## src/rtl/hazard_tracker.sv

```systemverilog
// Register-tag scoreboard feeding the hazard unit: tracks D validity and E/M/W tags and controls.
// Optional build macro HAZARD_TRACKER_PC_MASK_EN suppresses every match that involves r15.
module hazard_tracker #(
    parameter int REG_W = 4
) (
    input  logic             clk,
    input  logic             rst,
    input  logic [REG_W-1:0] ra1_d,
    input  logic [REG_W-1:0] ra2_d,
    input  logic [REG_W-1:0] wa3_d,
    input  logic             reg_write_d,
    input  logic             mem_reg_d,
    input  logic             pc_src_d_raw,
    input  logic             cond_ex_e,
    input  logic             stall_d,
    input  logic             flush_d,
    input  logic             flush_e,
    output logic [4:0]       match,
    output logic             reg_write_m,
    output logic             reg_write_w,
    output logic             mem_reg_e,
    output logic             pc_src_d,
    output logic             pc_src_e,
    output logic             pc_src_m,
    output logic             pc_src_w,
    output logic [REG_W-1:0] wa3_m,
    output logic [REG_W-1:0] wa3_w
);

    logic             valid_d;
    logic             valid_e;
    logic [REG_W-1:0] ra1_e;
    logic [REG_W-1:0] ra2_e;
    logic [REG_W-1:0] wa3_e;
    logic             reg_write_e;

`ifdef HAZARD_TRACKER_PC_MASK_EN
    localparam logic [REG_W-1:0] PC_TAG = REG_W'(15);

    // PC reads come from the PC+8 path, so r15 never forwards.
    function automatic logic tag_eq(input logic [REG_W-1:0] src, input logic [REG_W-1:0] dst);
        return (src == dst) && (src != PC_TAG) && (dst != PC_TAG);
    endfunction
`else
    function automatic logic tag_eq(input logic [REG_W-1:0] src, input logic [REG_W-1:0] dst);
        return src == dst;
    endfunction
`endif

    always_ff @(posedge clk) begin
        if (rst) begin
            valid_d <= 1'b0;
        end else if (flush_d) begin
            valid_d <= 1'b0;
        end else if (!stall_d) begin
            valid_d <= 1'b1;
        end
    end

    assign pc_src_d = pc_src_d_raw & valid_d;

    // E is never stalled; a load-use stall pairs stall_d with flush_e to inject a bubble.
    always_ff @(posedge clk) begin
        if (rst || flush_e) begin
            ra1_e       <= '0;
            ra2_e       <= '0;
            wa3_e       <= '0;
            reg_write_e <= 1'b0;
            mem_reg_e   <= 1'b0;
            pc_src_e    <= 1'b0;
            valid_e     <= 1'b0;
        end else begin
            ra1_e       <= ra1_d;
            ra2_e       <= ra2_d;
            wa3_e       <= wa3_d;
            reg_write_e <= reg_write_d & valid_d;
            mem_reg_e   <= mem_reg_d & valid_d;
            pc_src_e    <= pc_src_d;
            valid_e     <= valid_d;
        end
    end

    always_ff @(posedge clk) begin
        if (rst) begin
            reg_write_m <= 1'b0;
            pc_src_m    <= 1'b0;
            wa3_m       <= '0;
            reg_write_w <= 1'b0;
            pc_src_w    <= 1'b0;
            wa3_w       <= '0;
        end else begin
            reg_write_m <= reg_write_e & cond_ex_e;
            pc_src_m    <= pc_src_e & cond_ex_e;
            wa3_m       <= wa3_e;
            reg_write_w <= reg_write_m;
            pc_src_w    <= pc_src_m;
            wa3_w       <= wa3_m;
        end
    end

    always_comb begin
        match    = '0;
        match[4] = reg_write_m & tag_eq(ra1_e, wa3_m);
        match[3] = reg_write_w & tag_eq(ra1_e, wa3_w);
        match[2] = reg_write_m & tag_eq(ra2_e, wa3_m);
        match[1] = reg_write_w & tag_eq(ra2_e, wa3_w);
        match[0] = valid_e & reg_write_e & (tag_eq(ra1_d, wa3_e) | tag_eq(ra2_d, wa3_e));
    end

endmodule
```

## config.mk

```make
export PLATFORM = sky130hd
export DESIGN_NAME = hazard_tracker
export DESIGN_NICKNAME = d
export VERILOG_FILES = /design/src/rtl/hazard_tracker.sv
export SDC_FILE = /design/constraint.sdc
export NUM_CORES = 1
export LEC_CHECK = 0
export CORE_ASPECT_RATIO = 1.25
export CORE_MARGIN = 1
export CORE_UTILIZATION = 35
export CTS_CLUSTER_SIZE = 30
export DETAILED_ROUTE_END_ITERATION = 10
export GPL_TIMING_DRIVEN = 0
export PLACE_DENSITY_LB_ADDON = 0.2
export SLEW_MARGIN = 10
export SYNTH_ARGS = -nofsm -noshare
export SYNTH_HDL_FRONTEND = slang
export SYNTH_SLANG_ARGS = --single-unit
```

## constraint.sdc

```tcl
create_clock -name clk -period 0.85 [get_ports clk]
set_input_delay 0.2125 -clock clk [delete_from_list [all_inputs] [get_ports clk]]
set_output_delay 0.2125 -clock clk [all_outputs]
set_load 0.02 [all_outputs]
```

==> results.ini <==
[clocking]
cts.sinks=29
clockBufferDepth=2
numCtsBuffers=5
cts_tree=done
clock_latency_ns=0.32
clkTransAtPathRegs_ns=0.09
post_cts_buffers=0
htree_levels=2
root_buffer=clkbuf_4
ctsHoldBuffers=0

[placed_design]
port_buffers=40
place.gp.congestion=0.697
placedCellCount=175
dp_slack_ns=-1.11
hpwl_mm=1.67

[layout]
final_nets=167
syn_to_final_growth_pct=55.8
fillers=276
drive_above_1_share_pct=57.1
fin_util_pct=59.0
layout.cells.non_filler=183
antennaDiodeCount=0

[logic_synthesis]
post-synth-top-count-cell=dfxtp_1
synth_nets=120
ys_ff_latch=29
post_synth_num_cell_types=19
synthArstFlopShare_pct=0
synth_top_flop_cell=dfxtp_1
yosysTopAreaCellShare_pct=50.7
syn_avg_cell_area_um2=11.6
syn-cell-area_mm2=0.00115
synth_area_leader_cell=dfxtp_1
yosysWarningCount=0
synth_cells=99
synth_commonest_cells=dfxtp_1, xnor2_1, xor2_1
yosysSeqAreaShare_pct=50.7
synth_area_leaders=dfxtp_1, xnor2_1, xor2_1
synth_edf_count=0

[pwr]
power_leakage_nw=0.791
p_int_w=0.00205
comb_power_share_pct=11.6
swShare_pct=23.5
pwr-share-clk_pct=35.5
p_per_area_mw_per_mm2=1500
switchingPower_w=0.000629
ir_worst_vdd_mv=0.883
power_frac_seq_pct=52.9

[sta]
clock.fmax_mhz=653
fin_crit_sh_pct=180
fin_crit_ns=1.53
slew_violations=0
fin_ws_ns=-0.681
relSlewSlack_pct=81.6
setup-tns-final_ns=-5.92
setup_viol=20
hold_viol_final=0
rsz0062_at_grt=true
fin_skew_ns=0.00652
whs_ns=0.216
tightest_slew_ns=0.276

[die]
die_h_um=66.0
coreArea_mm2=0.00303
start_util_pct=37.9
die_x_um=53.2
ioPinCount=41
design.die.area_mm2=0.00351
placementRows=22

[run_status]
violations=setup timing
run_status=finished with violations

[routing]
wirelength_mm=2.18
ant_nets=0
firstDrtPassIters=4
post_drt_wl_per_cell_um=11.9
drtIter0Drc=6
drc_errors=0
vias=788
viasPerCell=4.31

[global_route]
grt_pass1_vias=747
grt_usage_pct=14.7
antenna_found_initial=0
grt_max_degree=11
grt_pass1_wl_mm=3.44
overflow=0

[setup_path]
required_ns=0.64
cp_max_fo=3
crit_path_start_kind=register
r2r_cells=2
arrival_ns=1.32
worstSetupEndpointType=output pin
worstSetupPathType=register to output pin

[job]
maxCapViolCount=0

[hold_path]
min_path_cells=2
hp-class=input port to register

-- cell families (layout without fill, tap and decap cells) --
group,after synthesis,in the layout,synth area share [%]
compound gates,2,2,1.09
xor+xnor,24,24,18.3
buf+inv,3,51,2.29
flops,29,29,50.7
simple gates,41,41,27.6
-- power groups by stage --
stage / registers, W / clock network (W) / logic [W]
after global routing: 0.00142 / 0.00104 / 0.000334
after CTS: 0.00143 / 0.000968 / 0.000308
after global placement: 0.00146 / 0 / 0.000308
final: 0.00142 / 0.000949 / 0.000310
after detailed placement: 0.00146 / 0 / 0.000311
after floorplan: 0.00146 / 0 / 0.000149
-- routing by layer --
layer / share of wire [%] / GRT usage [%] / up-vias
met5: 0 / 0 / -
met4: 2.9 / 9.87 / 0
met3: 6.4 / 6.44 / 6
met2: 51 / 22.8 / 26
met1: 39 / 15.7 / 343
li1: - / - / 413
-- area by class of cell --
cell class / count / area, um^2 / share of cell area, %
Sequential cell: 29 / 632 / 35.4
Multi-Input combinational cell: 67 / 618 / 34.6
Timing Repair Buffer: 40 / 394 / 22.1
Clock buffer: 7 / 65.1 / 3.64
Tap cell: 36 / 45.0 / 2.52
Buffer: 2 / 22.5 / 1.26
Clock inverter: 1 / 5.00 / 0.280
Inverter: 1 / 3.75 / 0.210
-- layout by cell type (no fill, tap or decap), drive strengths merged --
cell type,count
a21oi,1
xor2,12
and2b,2
buf,22
dfxtp,29
clkdlybuf4s50,12
nor4,4
nand2,5
clkbuf,7
nor2,1
clkinv,1
nor3,1
dlygate4sd2,6
inv,1
and2,14
a211oi,1
xnor2,12
nor2b,8
and3b,2
dlymetal6s2s,2
and3,2
nand4,2
-- final timing paths --
kind | to | slack [ns] | startpoint
setup / recovery | match[1] | -0.68 | wa3_w[2]
hold / removal | ra2_e[1] | 0.22 | ra2_d[1]
setup reg to reg | pc_src_e | 0.15 | valid_d
hold reg to reg | pc_src_w | 0.47 | pc_src_m
-- repair_timing --
item                                    in CTS  in global routing
pin swaps                                    9                  4
gates cloned                                 0                  0
resized for setup                          134                 13
endpoints found under the setup margin      45                 20
-- per-stage QoR --
step	instance area, um^2	power [W]
floorplan	1200	0.00161
detailed placement	1650	0.00177
CTS	1740	0.00270
finish	1790	0.00267
global route	1790	0.00280
global placement	1650	0.00176
-- worst max-delay path, stage by stage, from the launching register on --
cell     delay [ns]
dfxtp_4        0.37
xor2_1         0.18
nor4_4         0.28
buf_4          0.18
-- state kept, by name, indices dropped and copies added, names as in the netlist, 4 cells and up --
register	count
wa3_e	4
ra2_e	4
wa3_w	4
wa3_m	4
ra1_e	4
(Power assumes the default switching activity.)
